## src/rtl/rsa_pkg.sv

```systemverilog
`default_nettype none
// +----------------------------------------------------------------------+
// | rsa_pkg                                                              |
// | Shared types and constants for the RSA prime search path.            |
// | Revision: 1.0                                                        |
// +----------------------------------------------------------------------+
package rsa_pkg;

  localparam int              CAND_W    = 32;
  localparam logic [CAND_W-1:0] PRIME_MIN = 32'd3;

  typedef enum logic [2:0] {
    S_IDLE  = 3'd0,
    S_ISSUE = 3'd1,
    S_WAIT  = 3'd2,
    S_EVAL  = 3'd3,
    S_DONE  = 3'd4,
    S_FAIL  = 3'd5
  } search_state_t;

  typedef enum logic [1:0] {
    STATUS_OK       = 2'd0,
    STATUS_TRIES    = 2'd1,
    STATUS_OVERFLOW = 2'd2,
    STATUS_TIMEOUT  = 2'd3
  } search_status_t;

endpackage
`default_nettype wire

```

## src/rtl/prime_pair_search_if.sv

```systemverilog
`default_nettype none
// +----------------------------------------------------------------------+
// | prime_pair_search_if                                                 |
// | Issue/verdict handshake between the search controller and checker.   |
// | Revision: 1.0                                                        |
// +----------------------------------------------------------------------+
interface prime_pair_search_if;
  import rsa_pkg::*;

  logic [CAND_W-1:0] pc_candidate;
  logic              pc_ready;
  logic              pc_isprime;
  logic              pc_done;

  modport master (
    output pc_candidate,
    output pc_ready,
    input  pc_isprime,
    input  pc_done
  );

  modport slave (
    input  pc_candidate,
    input  pc_ready,
    output pc_isprime,
    output pc_done
  );

endinterface
`default_nettype wire

```

## src/rtl/prime_candidate_gen.sv

```systemverilog
`default_nettype none
// +----------------------------------------------------------------------+
// | prime_candidate_gen                                                  |
// | Candidate register: odd/minimum seed load, +2 step, wrap-guard flag. |
// | Revision: 1.0                                                        |
// +----------------------------------------------------------------------+
module prime_candidate_gen
  import rsa_pkg::*;
(
  input  logic              clk,
  input  logic              reset,
  input  logic              load_i,
  input  logic [CAND_W-1:0] seed_i,
  input  logic              step_i,
  output logic [CAND_W-1:0] cand_o,
  output logic              last_o
);

  logic [CAND_W-1:0] cand_q;
  logic [CAND_W-1:0] cand_d;
  logic [CAND_W-1:0] seed_odd;

  always_comb begin
    seed_odd = seed_i | 32'd1;
    cand_d   = cand_q;
    if (load_i) begin
      cand_d = (seed_odd < PRIME_MIN) ? PRIME_MIN : seed_odd;
    end else if (step_i) begin
      cand_d = cand_q + 32'd2;
    end
  end

  always_ff @(posedge clk) begin
    if (reset) begin
      cand_q <= '0;
    end else begin
      cand_q <= cand_d;
    end
  end

  assign cand_o = cand_q;
  // Any further +2 from here would wrap past 2^32.
  assign last_o = (cand_q >= 32'hFFFF_FFFE);

endmodule
`default_nettype wire

```

## src/rtl/prime_pair_search.sv

```systemverilog
`default_nettype none
// +----------------------------------------------------------------------+
// | prime_pair_search                                                    |
// | Walks odd candidates through the prime checker, keeps first two.     |
// | Revision: 1.0                                                        |
// +----------------------------------------------------------------------+
module prime_pair_search
  import rsa_pkg::*;
#(
  parameter int MAX_TRIES = 1024,
  parameter int TIMEOUT   = 4096
)
(
  input  logic                clk,
  input  logic                reset,
  input  logic                start,
  input  logic [CAND_W-1:0]   seed,
  prime_pair_search_if.master pc,
  output logic [CAND_W-1:0]   prime1,
  output logic [CAND_W-1:0]   prime2,
  output logic                busy,
  output logic                done,
  output logic                fail,
  output logic [1:0]          status
);

  localparam int TRY_W = (($clog2(MAX_TRIES) + 1) > 16) ? ($clog2(MAX_TRIES) + 1) : 16;
  localparam int TMO_W = $clog2(TIMEOUT) + 1;
  localparam logic [TRY_W-1:0] TRY_LIMIT = TRY_W'(MAX_TRIES);
  // Counter would reach TIMEOUT-1 on this edge; needs TIMEOUT >= 2.
  localparam logic [TMO_W-1:0] TMO_TERM  = TMO_W'(TIMEOUT - 2);

  search_state_t     state_q, state_d;
  search_status_t    status_q, status_d;
  logic              found_q, found_d;
  logic              isprime_q, isprime_d;
  logic [TRY_W-1:0]  tries_q, tries_d;
  logic [TMO_W-1:0]  tmo_q, tmo_d;
  logic [CAND_W-1:0] prime1_q, prime1_d;
  logic [CAND_W-1:0] prime2_q, prime2_d;
  logic              cand_load, cand_step, cand_last;
  logic [CAND_W-1:0] cand;

  prime_candidate_gen u_cand (
    .clk    (clk),
    .reset  (reset),
    .load_i (cand_load),
    .seed_i (seed),
    .step_i (cand_step),
    .cand_o (cand),
    .last_o (cand_last)
  );

  always_ff @(posedge clk) begin
    if (reset) begin
      state_q   <= S_IDLE;
      status_q  <= STATUS_OK;
      found_q   <= 1'b0;
      isprime_q <= 1'b0;
      tries_q   <= '0;
      tmo_q     <= '0;
      prime1_q  <= '0;
      prime2_q  <= '0;
    end else begin
      state_q   <= state_d;
      status_q  <= status_d;
      found_q   <= found_d;
      isprime_q <= isprime_d;
      tries_q   <= tries_d;
      tmo_q     <= tmo_d;
      prime1_q  <= prime1_d;
      prime2_q  <= prime2_d;
    end
  end

  always_comb begin
    state_d   = state_q;
    status_d  = status_q;
    found_d   = found_q;
    isprime_d = isprime_q;
    tries_d   = tries_q;
    tmo_d     = tmo_q;
    prime1_d  = prime1_q;
    prime2_d  = prime2_q;
    cand_load = 1'b0;
    cand_step = 1'b0;
    case (state_q)
      S_IDLE: begin
        if (start) begin
          cand_load = 1'b1;
          found_d   = 1'b0;
          tries_d   = '0;
          prime1_d  = '0;
          prime2_d  = '0;
          status_d  = STATUS_OK;
          state_d   = S_ISSUE;
        end
      end
      S_ISSUE: begin
        tries_d = tries_q + TRY_W'(1);
        tmo_d   = '0;
        state_d = S_WAIT;
      end
      S_WAIT: begin
        if (pc.pc_done) begin
          isprime_d = pc.pc_isprime;
          state_d   = S_EVAL;
        end else if (tmo_q == TMO_TERM) begin
          status_d = STATUS_TIMEOUT;
          state_d  = S_FAIL;
        end else begin
          tmo_d = tmo_q + TMO_W'(1);
        end
      end
      S_EVAL: begin
        if (isprime_q && found_q) begin
          prime2_d = cand;
          state_d  = S_DONE;
        end else begin
          if (isprime_q) begin
            prime1_d = cand;
            found_d  = 1'b1;
          end
          if (cand_last) begin
            status_d = STATUS_OVERFLOW;
            state_d  = S_FAIL;
          end else if (tries_q == TRY_LIMIT) begin
            status_d = STATUS_TRIES;
            state_d  = S_FAIL;
          end else begin
            cand_step = 1'b1;
            state_d   = S_ISSUE;
          end
        end
      end
      S_DONE:  state_d = S_IDLE;
      S_FAIL:  state_d = S_IDLE;
      default: state_d = S_IDLE;
    endcase
  end

  assign pc.pc_candidate = cand;
  assign pc.pc_ready     = (state_q == S_ISSUE);
  assign busy            = (state_q == S_ISSUE) || (state_q == S_WAIT) || (state_q == S_EVAL);
  assign done            = (state_q == S_DONE);
  assign fail            = (state_q == S_FAIL);
  assign status          = status_q;
  assign prime1          = prime1_q;
  assign prime2          = prime2_q;

endmodule
`default_nettype wire

```

## src/flat_wrapper.sv

```systemverilog
// flat-port wrapper written by rule: the top's interface ports become plain ports
module prime_pair_search_flat import rsa_pkg::*;
#(
  parameter int MAX_TRIES = 1024,
  parameter int TIMEOUT   = 4096
)
  (clk, reset, start, seed, prime1, prime2, busy, done, fail, status, pc_pc_candidate, pc_pc_ready, pc_pc_isprime, pc_pc_done);
  prime_pair_search_if pc_i ();
  input  logic clk;
  input  logic reset;
  input  logic start;
  input  logic [CAND_W-1:0] seed;
  output logic [CAND_W-1:0] prime1;
  output logic [CAND_W-1:0] prime2;
  output logic busy;
  output logic done;
  output logic fail;
  output logic [1:0] status;
  output wire logic [$bits(pc_i.pc_candidate)-1:0] pc_pc_candidate;
  output wire logic [$bits(pc_i.pc_ready)-1:0] pc_pc_ready;
  input wire logic [$bits(pc_i.pc_isprime)-1:0] pc_pc_isprime;
  input wire logic [$bits(pc_i.pc_done)-1:0] pc_pc_done;
  assign pc_pc_candidate = pc_i.pc_candidate;
  assign pc_pc_ready = pc_i.pc_ready;
  assign pc_i.pc_isprime = pc_pc_isprime;
  assign pc_i.pc_done = pc_pc_done;
  prime_pair_search #(.MAX_TRIES(MAX_TRIES), .TIMEOUT(TIMEOUT)) u_core (.clk(clk), .reset(reset), .start(start), .seed(seed), .pc(pc_i), .prime1(prime1), .prime2(prime2), .busy(busy), .done(done), .fail(fail), .status(status));
endmodule
```

## config.mk

```make
export PLATFORM = sky130hd
export DESIGN_NAME = prime_pair_search_flat
export DESIGN_NICKNAME = d
export VERILOG_FILES = /design/src/rtl/rsa_pkg.sv /design/src/rtl/prime_pair_search_if.sv /design/src/rtl/prime_candidate_gen.sv /design/src/rtl/prime_pair_search.sv /design/src/flat_wrapper.sv
export SDC_FILE = /design/constraint.sdc
export NUM_CORES = 1
export LEC_CHECK = 0
export ABC_AREA = 1
export BUFFER_PORTS_ARGS = -buffer_cell sky130_fd_sc_hd__buf_2
export CORE_UTILIZATION = 45
export DETAILED_ROUTE_END_ITERATION = 16
export MAX_ROUTING_LAYER = met4
export PLACE_DENSITY = 0.67
export SETUP_SLACK_MARGIN = 0.4
export SLEW_MARGIN = 20
export SYNTH_ARGS = -nofsm -noshare
export SYNTH_HDL_FRONTEND = slang
export SYNTH_SLANG_ARGS = --single-unit
```

## constraint.sdc

```tcl
create_clock -name clk -period 2 [get_ports clk]
set_input_delay 0.2 -clock clk [delete_from_list [all_inputs] [get_ports clk]]
set_output_delay 0.2 -clock clk [all_outputs]
set_load 0.005 [all_outputs]
```

==> impl_metrics.toml <==
[power_and_ir_drop]
leakage_nw = 4.66
switching_share_pct = 34.5
ir_drop_uv = 661
clockPowerShare_pct = 35.4
p_sw_mw = 3.11
internal_power_mw = 5.90
p_comb_share_pct = 30.0
power_mw = 9.01
p_per_area_nw_per_um2 = 882
seqPwrFrac_pct = 34.6

[synth]
syn_nets = 1194
synth_area_leaders = "dfxtp_1 37%, nand2_1 17%, nor2_1 13%"
synth_top_area_cell = "dfxtp_1"
netlist-cell-type-count = 43
synth-seq-cells = 132
netlist_area_um2 = 7220
synth_flop_cell = "dfxtp_1"
synth_area_per_cell_um2 = 6.27
synth_edf_count = 0
postSynth.asyncResetShare_pct = 0
synth_top_area_share_pct = 36.6
ys_warn_count = 0
synth_cells = 1152
synth-seq-area-share_pct = 36.6

[floorplan]
start_util_pct = 46.8
die_h_um = 129
die_w_um = 129
pin_count = 139
rows = 45
design.die.area_um2 = 16600
coreArea_um2 = 15400

[drt]
drtIter0Drc = 672
drc_errors = 0
first_pass_iters = 6
vias_per_cell = 5.22
num_vias = 8369
finalWirelength_mm = 25.7
wl_per_cell_um = 16.0
final_antenna_net_count = 0

[min_path]
min_to = "u_core.isprime_q"
hp-class = "primary input to flip-flop"
hold_start = "pc_pc_isprime"
hold_depth = 3

[global_routing]
gr-total-overflow = 0
grt_usage_pct = 30.8
grt_pass1_wl_mm = 38.2
antenna_found_initial = 0
grt_max_degree = 59
grt_pass1_vias = 7540

[place]
post-place-ws_ns = 0.157
hpwl_mm = 16.2
gp_congestion = 0.978
port_buffers = 137

[sta]
setup_slack_ns = 0.291
period_share_pct = 85.5
tightestPinTransition_ns = 0.704
setup_violations = 0
holdWs_ns = 0.0384
period_needed_ns = 1.71
clock-skew-final_ns = 0.00987
hold_viol_final = 0
grt_setup_unrepaired = "true"
fin_tns_setup_ns = 0
slew-limit-headroom_pct = 53.1
maxSlewViolCount = 0
fmax_mhz = 585

[worst_setup_path]
crit_top_cell = "nand2_4"
crit_buf_inv = 1
critPathKind = "flip-flop to flip-flop"
critPathTopFamily = "simple AND/OR/NAND/NOR gates"
arrival_ns = 2.04
worstPathMaxFanout = 6
critPathLaunchType = "flip-flop"
slowest_delay_ns = 0.38
r2r_cells = 12
rr_startpoint = "u_core.u_cand.cand_o[8]"
end_kind = "flip-flop"
cp_cell_sequence = "nand2_4 > nor2_4 > nand2_4 > nor2_8 > nand2_4 > nand2_4 > nor2_4 > buf_12 > nor2_4 > nand2_1 > nand2_1 > nor2_1"
cpMaxStageDelayCell = "dfxtp_4"
reg2reg_setup_slack_ns = 0.29
worstPathRequired_ns = 2.33
r2r-end = "u_core.u_cand.cand_o[1]"

[finish]
final_common_cell = "nand2_1"
fillers = 1401
final_nets = 1421
layout-drive-gt1-share_pct = 32.3
syn2layout_area_growth_pct = 41.4
final_cell_mix = "299 x nand2_1, 218 x nor2_1, 137 x buf_2"
diodes = 0
fin_util_pct = 66.2

[cts]
worstSkewPairLatency_ns = 0.43
cts_tree = "yes"
cts.sinks = 132
htree_levels = 4
clk_pin_slew_ns = 0.07
cts_root_buf = "clkbuf_16"
cts_buffer_depth = 2
cts_buffers = 17

[run]
drv_cap = 0

[status]
status = "finished, final reports clean"
==> layout make-up <==
cell class / count / area [um^2] / share of cell area [%]
sequential: 132 / 2710 / 26.6
clock inverter: 13 / 148 / 1.45
tap: 211 / 264 / 2.59
timing repair inverter: 1 / 6.26 / 0.0613
clock buffer: 19 / 453 / 4.44
inverter: 99 / 402 / 3.93
multi-input combinational: 880 / 4500 / 44.0
timing repair buffer: 248 / 1730 / 16.9
==> per-layer routing <==
metal	GRT usage [%]	up-vias	part of all wire [%]
met4	12.2	0	2.9
li1	-	4124	-
met2	46.8	387	46
met5	-	-	0
met1	40.1	3786	42
met3	6.28	72	8.4
==> power by group through the flow <==
| stage | clock [mW] | sequential (mW) | combinational (mW) |
|---|---|---|---|
| global placement | 0 | 3.09 | 2.07 |
| global route | 3.35 | 3.14 | 2.95 |
| finish | 3.19 | 3.11 | 2.70 |
| floorplan | 0 | 3.14 | 1.22 |
| detailed placement | 0 | 3.09 | 2.08 |
| CTS | 3.23 | 3.07 | 2.35 |
==> logic make-up after synthesis <==
| family | count (synthesis) | share of synthesized area (%) |
|---|---|---|
| buffers and inverters | 147 | 8.78 |
| DFF | 132 | 36.6 |
| AOI/OAI and AO/OA | 145 | 10.5 |
| adders and majority gates | 5 | 0.866 |
| muxes | 1 | 0.139 |
| xor gates and xnor gates | 7 | 0.849 |
| and+or+nand+nor | 715 | 42.2 |
==> cell usage after synthesis, types with 2 or more instances <==
cell type	n
nand2_2	6
nor2_4	6
xor2_1	6
nand3_1	70
nand4_1	18
nand3b_1	4
nor2_2	2
a211oi_1	2
buf_8	2
o22ai_1	2
inv_2	6
inv_1	92
nor3_1	15
nor2_8	3
dfxtp_1	132
ha_1	5
nand2_4	6
nor2_1	255
or2_2	3
a221oi_1	2
a21oi_1	67
buf_4	4
clkbuf_1	16
buf_6	2
o21ai_0	66
nand2_1	321
buf_2	23
==> stage by stage <==
step,instance area [um^2],instances
6_report,10200,1603
2_1_floorplan,7220,1152
3_3_place_gp,8330,1501
3_5_place_dp,8330,1501
4_1_cts,9530,1572
5_1_grt,10200,1603
==> repair_timing <==
action,4_1_cts,5_1_grt
gates resized for setup,93,109
hold buffers,0,0
cloned,6,4
buffers inserted,33,27
setup endpoints to repair,116,120
pin swaps,29,43
==> registers in the layout, indices dropped and copies added, names as in the netlist <==
name,cells
u_core.found_q,1
u_core.isprime_q,1
u_core.prime1,32
u_core.prime2,32
u_core.state_q,3
u_core.status,2
u_core.tmo_q,13
u_core.tries_q,16
u_core.u_cand.cand_o,32
==> tightest hold or removal path, stage by stage <==
cell     delay (ns)
buf_2          0.10
nand3_1        0.07
a21oi_1        0.06
==> worst max-delay path by stage <==
stage | slack, ns | start | endpoint | cells after the start
global placement | 0.14 | u_core.u_cand.cand_o[1] | u_core.u_cand.cand_o[23] | 8
finish | 0.29 | u_core.u_cand.cand_o[8] | u_core.u_cand.cand_o[1] | 12
detailed placement | 0.16 | u_core.u_cand.cand_o[1] | u_core.u_cand.cand_o[27] | 9
global route | 0.24 | u_core.tries_q[1] | u_core.u_cand.cand_o[11] | 12
CTS | 0.37 | u_core.tries_q[1] | u_core.u_cand.cand_o[9] | 12
floorplan | 0.41 | u_core.u_cand.cand_o[1] | u_core.u_cand.cand_o[31] | 12
Power figures use the tool's default switching activity.
